[src/rtl/imm_pkg.sv]
// ============================================================================
// Module      : imm_pkg
// Description : Shared immediate-format enumeration and RV opcode constants.
// Revision    : 1.0 - initial release
// ============================================================================
`default_nettype none

package imm_pkg;

    typedef enum logic [2:0] {
        IMM_NONE  = 3'd0,
        IMM_I     = 3'd1,
        IMM_S     = 3'd2,
        IMM_B     = 3'd3,
        IMM_U     = 3'd4,
        IMM_J     = 3'd5,
        IMM_SHAMT = 3'd6,
        IMM_ZIMM  = 3'd7
    } imm_type_e;

    localparam logic [6:0] OPC_LOAD      = 7'b0000011;
    localparam logic [6:0] OPC_OP_IMM    = 7'b0010011;
    localparam logic [6:0] OPC_OP_IMM_32 = 7'b0011011;
    localparam logic [6:0] OPC_AUIPC     = 7'b0010111;
    localparam logic [6:0] OPC_STORE     = 7'b0100011;
    localparam logic [6:0] OPC_OP        = 7'b0110011;
    localparam logic [6:0] OPC_LUI       = 7'b0110111;
    localparam logic [6:0] OPC_OP_32     = 7'b0111011;
    localparam logic [6:0] OPC_BRANCH    = 7'b1100011;
    localparam logic [6:0] OPC_JALR      = 7'b1100111;
    localparam logic [6:0] OPC_JAL       = 7'b1101111;
    localparam logic [6:0] OPC_SYSTEM    = 7'b1110011;

    // funct3 values selecting the shift forms of OP-IMM / OP-IMM-32
    localparam logic [2:0] F3_SLL = 3'b001;
    localparam logic [2:0] F3_SRX = 3'b101;

endpackage

`default_nettype wire

[src/rtl/imm_decode.sv]
// ============================================================================
// Module      : imm_decode
// Description : Combinational RV32/RV64 immediate extractor and format classifier.
// Revision    : 1.0 - initial release
// ============================================================================
`default_nettype none

module imm_decode
    import imm_pkg::*;
#(
    parameter int XLEN = 32
) (
    input  logic [31:0]     i_instr,
    output logic [XLEN-1:0] o_imm,
    output imm_type_e       o_type,
    output logic            o_illegal
);

    logic [6:0]  w_opc;
    logic [2:0]  w_f3;
    logic        w_sign;
    logic        w_shift;
    logic [31:0] w_imm32;

    assign w_opc   = i_instr[6:0];
    assign w_f3    = i_instr[14:12];
    assign w_sign  = i_instr[31];
    assign w_shift = (w_f3 == F3_SLL) || (w_f3 == F3_SRX);

    always_comb begin
        w_imm32   = '0;
        o_type    = IMM_NONE;
        o_illegal = 1'b0;
        case (w_opc)
            OPC_LOAD, OPC_JALR: begin
                o_type  = IMM_I;
                w_imm32 = {{20{w_sign}}, i_instr[31:20]};
            end
            OPC_OP_IMM: begin
                if (w_shift) begin
                    o_type = IMM_SHAMT;
                    if (XLEN == 64) begin
                        w_imm32 = {26'b0, i_instr[25:20]};
                    end else begin
                        w_imm32   = {27'b0, i_instr[24:20]};
                        o_illegal = i_instr[25];
                    end
                end else begin
                    o_type  = IMM_I;
                    w_imm32 = {{20{w_sign}}, i_instr[31:20]};
                end
            end
            OPC_OP_IMM_32: begin
                if (XLEN == 32) begin
                    o_illegal = 1'b1;
                end else if (w_shift) begin
                    o_type    = IMM_SHAMT;
                    w_imm32   = {27'b0, i_instr[24:20]};
                    o_illegal = i_instr[25];
                end else begin
                    o_type  = IMM_I;
                    w_imm32 = {{20{w_sign}}, i_instr[31:20]};
                end
            end
            OPC_STORE: begin
                o_type  = IMM_S;
                w_imm32 = {{20{w_sign}}, i_instr[31:25], i_instr[11:7]};
            end
            OPC_BRANCH: begin
                o_type  = IMM_B;
                w_imm32 = {{19{w_sign}}, i_instr[31], i_instr[7], i_instr[30:25],
                           i_instr[11:8], 1'b0};
            end
            OPC_LUI, OPC_AUIPC: begin
                o_type  = IMM_U;
                w_imm32 = {i_instr[31:12], 12'b0};
            end
            OPC_JAL: begin
                o_type  = IMM_J;
                w_imm32 = {{11{w_sign}}, i_instr[31], i_instr[19:12], i_instr[20],
                           i_instr[30:21], 1'b0};
            end
            OPC_SYSTEM: begin
                if (w_f3[2]) begin
                    o_type  = IMM_ZIMM;
                    w_imm32 = {27'b0, i_instr[19:15]};
                end else begin
                    o_type  = IMM_I;
                    w_imm32 = {{20{w_sign}}, i_instr[31:20]};
                end
            end
            OPC_OP: begin
                o_type = IMM_NONE;
            end
            OPC_OP_32: begin
                o_illegal = (XLEN == 32);
            end
            default: begin
                o_illegal = 1'b1;
            end
        endcase
    end

    // Zero-extended formats keep bit 31 clear, so one sign-extension covers every format.
    assign o_imm = XLEN'($signed(w_imm32));

endmodule

`default_nettype wire

[src/rtl/imm_gen_pipe.sv]
// ============================================================================
// Module      : imm_gen_pipe
// Description : Immediate decoder followed by a 2-entry skid buffer with registered in_ready.
// Revision    : 1.0 - initial release
// ============================================================================
`default_nettype none

module imm_gen_pipe
    import imm_pkg::*;
#(
    parameter int XLEN  = 32,
    parameter int TAG_W = 5
) (
    input  logic             clk,
    input  logic             rst,
    input  logic             flush,
    input  logic             in_valid,
    output logic             in_ready,
    input  logic [31:0]      in_instr,
    input  logic [TAG_W-1:0] in_tag,
    output logic             out_valid,
    input  logic             out_ready,
    output logic [XLEN-1:0]  out_imm,
    output logic [2:0]       out_type,
    output logic             out_illegal,
    output logic [TAG_W-1:0] out_tag
);

    typedef struct packed {
        logic [XLEN-1:0]  imm;
        imm_type_e        itype;
        logic             illegal;
        logic [TAG_W-1:0] tag;
    } imm_entry_t;

    generate
        if (XLEN != 32 && XLEN != 64) begin : g_bad_xlen
            $error("imm_gen_pipe: XLEN must be 32 or 64");
        end
    endgenerate

    logic [XLEN-1:0] w_dec_imm;
    imm_type_e       w_dec_type;
    logic            w_dec_illegal;

    imm_decode #(.XLEN(XLEN)) u_decode (
        .i_instr   (in_instr),
        .o_imm     (w_dec_imm),
        .o_type    (w_dec_type),
        .o_illegal (w_dec_illegal)
    );

    imm_entry_t r_e0, r_e1;
    logic       r_v0, r_v1, r_rdy;
    imm_entry_t w_new, w_e0_nxt, w_e1_nxt;
    logic       w_v0_nxt, w_v1_nxt, w_push, w_pop;

    assign w_new  = '{imm: w_dec_imm, itype: w_dec_type, illegal: w_dec_illegal, tag: in_tag};
    assign w_push = in_valid && r_rdy;
    assign w_pop  = r_v0 && out_ready;

    // Pop is resolved first; the push then lands in whichever entry is free afterwards.
    always_comb begin
        w_e0_nxt = r_e0;
        w_e1_nxt = r_e1;
        w_v0_nxt = r_v0;
        w_v1_nxt = r_v1;
        if (w_pop) begin
            if (r_v1) begin
                w_e0_nxt = r_e1;
                w_v1_nxt = 1'b0;
            end else begin
                w_v0_nxt = 1'b0;
            end
        end
        if (w_push) begin
            if (!w_v0_nxt) begin
                w_e0_nxt = w_new;
                w_v0_nxt = 1'b1;
            end else begin
                w_e1_nxt = w_new;
                w_v1_nxt = 1'b1;
            end
        end
    end

    always_ff @(posedge clk) begin
        if (rst) begin
            r_e0  <= '0;
            r_e1  <= '0;
            r_v0  <= 1'b0;
            r_v1  <= 1'b0;
            r_rdy <= 1'b1;
        end else if (flush) begin
            r_v0  <= 1'b0;
            r_v1  <= 1'b0;
            r_rdy <= 1'b1;
        end else begin
            r_e0  <= w_e0_nxt;
            r_e1  <= w_e1_nxt;
            r_v0  <= w_v0_nxt;
            r_v1  <= w_v1_nxt;
            r_rdy <= !w_v1_nxt;
        end
    end

    assign in_ready    = r_rdy;
    assign out_valid   = r_v0;
    assign out_imm     = r_e0.imm;
    assign out_type    = r_e0.itype;
    assign out_illegal = r_e0.illegal;
    assign out_tag     = r_e0.tag;

endmodule

`default_nettype wire

[config.mk]
export PLATFORM = sky130hd
export DESIGN_NAME = imm_gen_pipe
export DESIGN_NICKNAME = d
export VERILOG_FILES = /design/src/rtl/imm_pkg.sv /design/src/rtl/imm_decode.sv /design/src/rtl/imm_gen_pipe.sv
export SDC_FILE = /design/constraint.sdc
export NUM_CORES = 1
export LEC_CHECK = 0
export ABC_AREA = 1
export CORE_MARGIN = 1.5
export CORE_UTILIZATION = 56
export CTS_BUF_LIST = sky130_fd_sc_hd__clkbuf_8
export CTS_CLUSTER_SIZE = 14
export DETAILED_ROUTE_END_ITERATION = 6
export PLACE_DENSITY = 0.83
export SLEW_MARGIN = 10
export SYNTH_ARGS = -nofsm -noshare
export SYNTH_HDL_FRONTEND = slang
export SYNTH_SLANG_ARGS = --single-unit
[constraint.sdc]
create_clock -name clk -period 1.5 [get_ports clk]
set_input_delay 0.15 -clock clk [delete_from_list [all_inputs] [get_ports clk]]
set_output_delay 0.15 -clock clk [all_outputs]
set_load 0.01 [all_outputs]
==> results summary, run 1 <==
The final worst clock skew came out at 0.01406 ns. The launching element type of the critical path is a flip-flop. The most used flip-flop cell after synthesis is sky130_fd_sc_hd__dfxtp_1. The library cell used as clock root buffer is sky130_fd_sc_hd__clkbuf_8.

The async set or reset register ratio after synthesis is 0%. The commonest cells after synthesis are 295 x sky130_fd_sc_hd__nand2_1, 126 x sky130_fd_sc_hd__nor2_1, 96 x sky130_fd_sc_hd__inv_1, 85 x sky130_fd_sc_hd__dfxtp_1, 85 x sky130_fd_sc_hd__nand3_1. The number of setup violations in the final report is 4.

In the post-synthesis netlist, the biggest area contributors are sky130_fd_sc_hd__dfxtp_1 32%, sky130_fd_sc_hd__nand2_1 21%, sky130_fd_sc_hd__nor2_1 8.9%. In the final timing run, aggregate negative setup slack is -0.03617 ns. The number of clock buffers added by TritonCTS is 9.

The number of antenna-violating nets in the routed design came out at 0. The site row count is 35. The number of enable-type register cells in the synthesized netlist is 0.

The total placed cells including tap cells came out at 1117. Synthesis inferred 85 register bits. The final-report hold violation count came to 0.

The source-to-sink clock delay at the later pin of the worst-skew pair came out at 0.37 ns. The top fanout value on the critical path came out at 19. Global routing consumed, over all layers together, 31.28% of the routing resources. The instance count of the mapped netlist came out at around 900. The die height came out at 100.3 um.

The final critical delay including setup and external delays came out at 1.530 ns. The tree built by TritonCTS fans out to 85 sinks. The pre-antenna-repair detailed-routing pass consisted of 7 iterations. The H-tree depth reported by CTS came out at 3. In the final layout, the share of cells above drive strength 1 is between 10% and 20%. The number of hold buffers added after cts came out at 0. The run finished, with violations left. The half-perimeter wire length after detailed placement came out at 10.96 mm. The worst-case IR drop observed on VDD is 0.4810 mV. The area share of the largest cell type after synthesis is 32.13%.

The area added between synthesis and finish came out at 37.82%. The worst setup path is captured at a flip-flop. The number of nets in the layout is 1073. The number of warning messages in the yosys log came out at 0. The mapped netlist covers 5296 sq um. The final instance count without filler cells came out at about 1.1k.

The least setup slack across all paths after layout came out at -0.03040 ns. The ratio of total power to cell area came out at 700.3 nW/um^2. The number of vias after detailed routing came out at between 6k and 7k.

The normalized max-slew margin came out at 74.20%. The number of vias per cell came out at 5.649. The sequential fraction of the synthesis area is 32.13%. Setup repair after global routing could not meet its margin everywhere. The path class of the lowest-slack min-delay path is primary input to flip-flop. The count of input and output buffers came out at 84. The transition time of the tightest slew-check pin is a little under 0.4 ns. The final weighted congestion in routability-driven placement came out at ~0.98.

The detailed router finished its first iteration with 528 violations. The cell with the most instances after synthesis is sky130_fd_sc_hd__nand2_1. The cell accounting for the most synthesized area is sky130_fd_sc_hd__dfxtp_1. The count of max-cap constraint violations is 0. The worst hold path was traced through 3 stages. The design area came out at about 7300 sq um. The total count of max-transition violations in the final report is 0.

The checks that failed: design-rule violations, negative setup slack. The post-synthesis net count is approximately 940. The clock slew seen by the registers of the worst setup and hold paths is 0.10 ns. The maximum number of pins on one net before global-route repair is 45. In the final routed layout, each cell accounts on average for 15.05 um. The data arrival at the endpoint of the critical path is 1.84 ns. The overall power consumption is around 5100 uW.

The diode insertion count for antenna repair is 0. The critical path is of the flip-flop to flip-flop type. The via count of the first global-routing pass came out at 5413. The area of the core came out at a little over 9000 sq um. The area enclosed by the die boundary came out at slightly above 10000 sq um. The reported leakage power came out at 0.003692 uW. The maximum clock frequency is 653.4 MHz. The average instance in the mapped netlist occupies between 5 and 6 sq um. The placed cell area came out at 6699 sq um. In this run the count of I/O pins placed on the die edge is 85. The depth of the worst register-to-register path is 9. The first global-routing pass estimated 25.39 mm of wire.

The starting density of the core is 57.59%. TritonCTS built the clock tree. The layout filler cell count is 668. The hold slack came out at between 0.3 and 0.4 ns. The number of remaining DRC errors came out at 1. For this block, the routed nets add up to 17.26 mm of wire. The count of unique library cells instantiated by Yosys came out at 28.

The sum of overflow across all layers after global routing came out at 0. The ratio of final minimum period to clock period is 102.0%. In this run the horizontal extent of the chip is 100.3 um. The initial antenna violation count is 0. The required time reported for the critical path endpoint came out at between 1.5 and 2 ns. The number of buffers on the longest clock path is 2.
==> registers in the layout (all words and copies together), names as in the netlist <==
register	count
r_v1	1
out_imm	32
r_e1	41
in_ready	1
out_tag	5
out_type	3
out_valid	1
out_illegal	1
==> layout by cell type (no fill, tap or decap), drive strengths merged, types with 4 or more instances in the layout <==
master and instances:
nand2 303, dfxtp 85, nand4 13, inv 104
clkdlybuf4s50 76, nor2 130, o21ai 73, a21oi 10
a31oi 21, buf 86, clkbuf 15, nand3 89
o22ai 4, o211ai 9, dlymetal6s2s 8
==> logic make-up after synthesis <==
kind of cell | after synthesis | share of synthesized area [%]
flip-flops | 85 | 32.13
buffers and inverters | 154 | 12.52
AND/OR/NAND/NOR | 540 | 43.07
AO/OA/AOI/OAI | 117 | 12.28
==> routing by layer <==
metal	GRT usage [%]	routed length, um	up-vias
li1	-	-	3102
met1	43.39	6997	2909
met2	49.71	7993	420
met3	4.318	1824	48
met4	11.27	444	0
met5	0	0	-
==> stage by stage <==
stage	utilization, %	setup WS, ns
floorplan	-	0.1283
global placement	72.84	-0.4056
detailed placement	72.84	-0.4465
CTS	75.13	0.01469
global route	79.37	-0.06691
finish	79.37	-0.03040
==> power breakdown <==
group / total [uW] / internal, uW / switching, uW / leakage [uW]
combinational: 966 / 468 / 498 / 0.00289
sequential: 2390 / 2340 / 56.5 / 0.000692
clock: 1750 / 834 / 920 / 0.000107
==> critical path, stage by stage, from the launching register on <==
cell	delay, ns
sky130_fd_sc_hd__dfxtp_2	0.35
sky130_fd_sc_hd__inv_2	0.04
sky130_fd_sc_hd__nand2_2	0.06
sky130_fd_sc_hd__nand2_4	0.07
sky130_fd_sc_hd__nor3_4	0.36
sky130_fd_sc_hd__inv_2	0.10
sky130_fd_sc_hd__buf_12	0.18
sky130_fd_sc_hd__a21oi_1	0.16
sky130_fd_sc_hd__nand2_1	0.08
sky130_fd_sc_hd__inv_1	0.07
==> path summary, 6_finish.rpt <==
| kind | from | slack, ns | to |
|---|---|---|---|
| worst max-delay path | r_v1 | -0.03 | r_e1[40] |
| worst min register to register | out_imm[1] | 0.47 | out_imm[1] |
| worst min-delay path | in_tag[4] | 0.39 | r_e1[4] |
| worst max register to register | r_v1 | -0.03 | r_e1[40] |
==> final cells by class <==
type,count,area (sq um),share of cell area [%]
Inverter,103,386.6,5.297
Sequential cell,85,1705,23.36
Timing Repair Buffer,175,1807,24.75
Multi-Input combinational cell,657,3054,41.84
Clock buffer,10,137.6,1.885
Clock inverter,6,70.07,0.9599
Tap cell,111,138.9,1.903
==> what timing repair did <==
action / in CTS / in global routing
pin swaps: 0 / 18
cloned: 0 / 8
setup endpoints to repair: 9 / 81
endpoints found under the hold margin: 0 / 0
setup buffers: 0 / 6
gates resized for setup: 2 / 61
Note: power is estimated with default switching activity, not from simulation.
==> run 2: changes to the inputs <==
--- a/config.mk
+++ b/config.mk
@@ -12,6 +12,7 @@
 export CTS_CLUSTER_SIZE = 14
 export DETAILED_ROUTE_END_ITERATION = 6
 export PLACE_DENSITY = 0.83
+export SKIP_LAST_GASP = 1
 export SLEW_MARGIN = 10
 export SYNTH_ARGS = -nofsm -noshare
 export SYNTH_HDL_FRONTEND = slang
==> results summary, run 2 (synthesis results as in run 1) <==
The flow ran to the end, but the final reports show violations. The checks that failed: negative setup slack. The H-tree depth reported by CTS came out at 3 (unchanged). The sum of overflow across all layers after global routing is 0 (unchanged). The area enclosed by the die boundary is 10050 sq um (unchanged). In the layout the commonest cells are 289 x sky130_fd_sc_hd__nand2_1, 118 x sky130_fd_sc_hd__nor2_1, 94 x sky130_fd_sc_hd__inv_1, 82 x sky130_fd_sc_hd__dfxtp_1, 81 x sky130_fd_sc_hd__nand3_1. The number of remaining DRC errors came out at 0 (-1). The number of buffers and inverters on the critical path came out at 4 (unchanged).

The routed length per placed instance is 14.91 um (-0.94%). The I/O pin total came out at 85 (unchanged). The number of antenna-violating nets in the routed design is 0 (unchanged). The total length of routed wires was 17.10 mm (-0.94%). The final setup TNS is -0.01099 ns (+0.02517 ns). The number of setup violations in the final report was 2 (-2). The number of nets in the layout came to 1073 (unchanged).

The source-to-sink clock delay at the later pin of the worst-skew pair was 0.36 ns (about the same). The transition time of the tightest slew-check pin was 0.3829 ns (-0.002753 ns). The number of buffers on the longest clock path came out at 2 (unchanged). The area of the core came out at 9196 sq um (unchanged).

The count of max-cap constraint violations is 0 (unchanged). The count of input and output buffers is 84 (unchanged). The number of vias per cell was 5.643 (-0.11%). TritonCTS built the clock tree. The maximum clock frequency came to 662.3 MHz (+1.4%).

The final design utilization was 79.03% (-0.34 points). STA classifies the critical path endpoint as a flip-flop. The number of sinks on the clock net is 85 (unchanged). The total count of max-transition violations in the final report was 0 (unchanged). The final weighted congestion in routability-driven placement came to 0.9782 (unchanged). The ratio of total power to cell area came out at 701.0 nW/um^2 (+0.10%). The number of hold buffers added after cts came to 0 (unchanged). The final critical delay including setup and external delays is 1.510 ns (-0.02059 ns). Traced cell by cell, the critical path runs through inv_2, nand2_2, nand2_4, nor3_4, buf_6, clkbuf_16, nand3_2, nand2_1, inv_1. The final worst clock skew came out at 0.01500 ns (+0.0009430 ns). For this design, the slowest cell found on the critical path is sky130_fd_sc_hd__nor3_4. The initial DRC count was 511 (-3.2%).

The diode insertion count for antenna repair came out at 0 (unchanged). The number of clock buffers inserted by TritonCTS came to 9 (unchanged). The first-pass GRT wire length is 25.39 mm (unchanged). The fraction of layout instances using a drive strength above 1 is 15.44% (-0.48 points).

The count of TritonRoute iterations in the first routing pass is 6 (-1). The reported leakage power came out at 0.003687 uW (-0.12%). The number of flip-flops under the largest register name is 41 (unchanged). The initial antenna violation count is 0 (unchanged). The starting density of the core came out at 57.59% (unchanged). The maximum resistive drop on vdd is 0.4817 mV (+0.14%).

The area growth from synthesis to layout is 37.23%. The ratio of final minimum period to clock period came to 100.7% (-1.4 points). The half-perimeter wire length after detailed placement was 10.96 mm (unchanged). The site row count is 35 (unchanged). The maximum number of pins on one net before global-route repair came out at 45 (unchanged). The normalized max-slew margin came out at 74.39% (+0.18 points). The min-delay analysis places its worst path in the category primary input to flip-flop. The total track usage came out at 31.28% (unchanged).

The type of the worst setup path is flip-flop to flip-flop. Grouping stages by cell kind, the critical path spends the most delay in simple AND/OR/NAND/NOR gates. The library cell used as clock root buffer is sky130_fd_sc_hd__clkbuf_8.

The clock slew seen by the registers of the worst setup and hold paths is 0.10 ns (about the same). The largest incremental delay on the critical path is 0.36 ns (about the same). The commonest non-fill, non-tap cell in the layout is sky130_fd_sc_hd__nand2_1. The data arrival at the endpoint of the critical path is 1.78 ns (-0.06 ns). The least setup slack across all paths after layout came out at -0.009814 ns (+0.02059 ns). The register with the most flip-flops in the final layout is r_e1. The required time reported for the critical path endpoint came to 1.77 ns (-0.04 ns). Setup repair after global routing could not meet its margin everywhere. The worst setup path is launched from a flip-flop. The die height is 100.3 um (unchanged). The final-report hold violation count came out at 0 (unchanged). The via count of the first global-routing pass came out at 5413 (unchanged). The number of vias after detailed routing came out at 6472 (-0.11%). The floorplan die width is 100.3 um (unchanged).

The top fanout value on the critical path came out at 6 (-13).
==> run 2: area by class of cell <==
cell class | instances | area [sq um]
multi-input combinational | 657 | 3030
fill | 674 | 1928
timing repair buffer | 175 | 1799
sequential | 85 | 1705
inverter | 103 | 386.6
tap | 111 | 138.9
clock buffer | 10 | 137.6
clock inverter | 6 | 70.07
==> run 2: worst paths after layout <==
path,cells past startpoint,slack [ns],endpoint,from
max,9,-0.01,r_e1[38],r_v1
min reg2reg,2,0.47,out_imm[6],out_imm[6]
min,3,0.39,r_e1[4],in_tag[4]
max reg2reg,9,-0.01,r_e1[38],r_v1
==> run 2: repair_timing <==
action                                  4_1_cts  5_1_grt
setup buffers                                 0        6
pin swaps                                     0       18
endpoints found under the hold margin         0        0
gates cloned                                  0        8
endpoints found under the setup margin        9       81
resized for setup                             2       54
==> run 2: power by group <==
part | total [uW] | internal, uW | switching [uW]
combinational | 963 | 467 | 495
clock | 1740 | 834 | 907
sequential | 2390 | 2340 | 56.2
total | 5100 | 3640 | 1460
==> run 2: tightest hold or removal path, delay by kind of cell <==
kind	cells	cell delay, ns
AND/OR/NAND/NOR	2	0.15
buffers and inverters	1	0.41
==> run 2: per-layer routing <==
| layer | routed length (um) | global-route usage, % | part of all wire [%] |
|---|---|---|---|
| met1 | 7068 | 43.39 | 41 |
| met2 | 7832 | 49.71 | 46 |
| met3 | 1713 | 4.318 | 10 |
| met4 | 482 | 11.27 | 2.8 |
| met5 | 0 | 0 | 0 |
==> run 2: through the flow <==
step           area, sq um  setup WS, ns  total power (uW)  hold WS, ns  instances
2_1_floorplan         5296        0.1283              2864       0.2849        896
3_3_place_gp          6699       -0.4056              3331       0.4537       1117
3_5_place_dp          6699       -0.4465              3348       0.4556       1117
4_1_cts               6909       0.01469              5049       0.3813       1133
5_1_grt               7268      -0.06873              5278       0.4192       1147
6_report              7268     -0.009814              5095       0.3894       1147
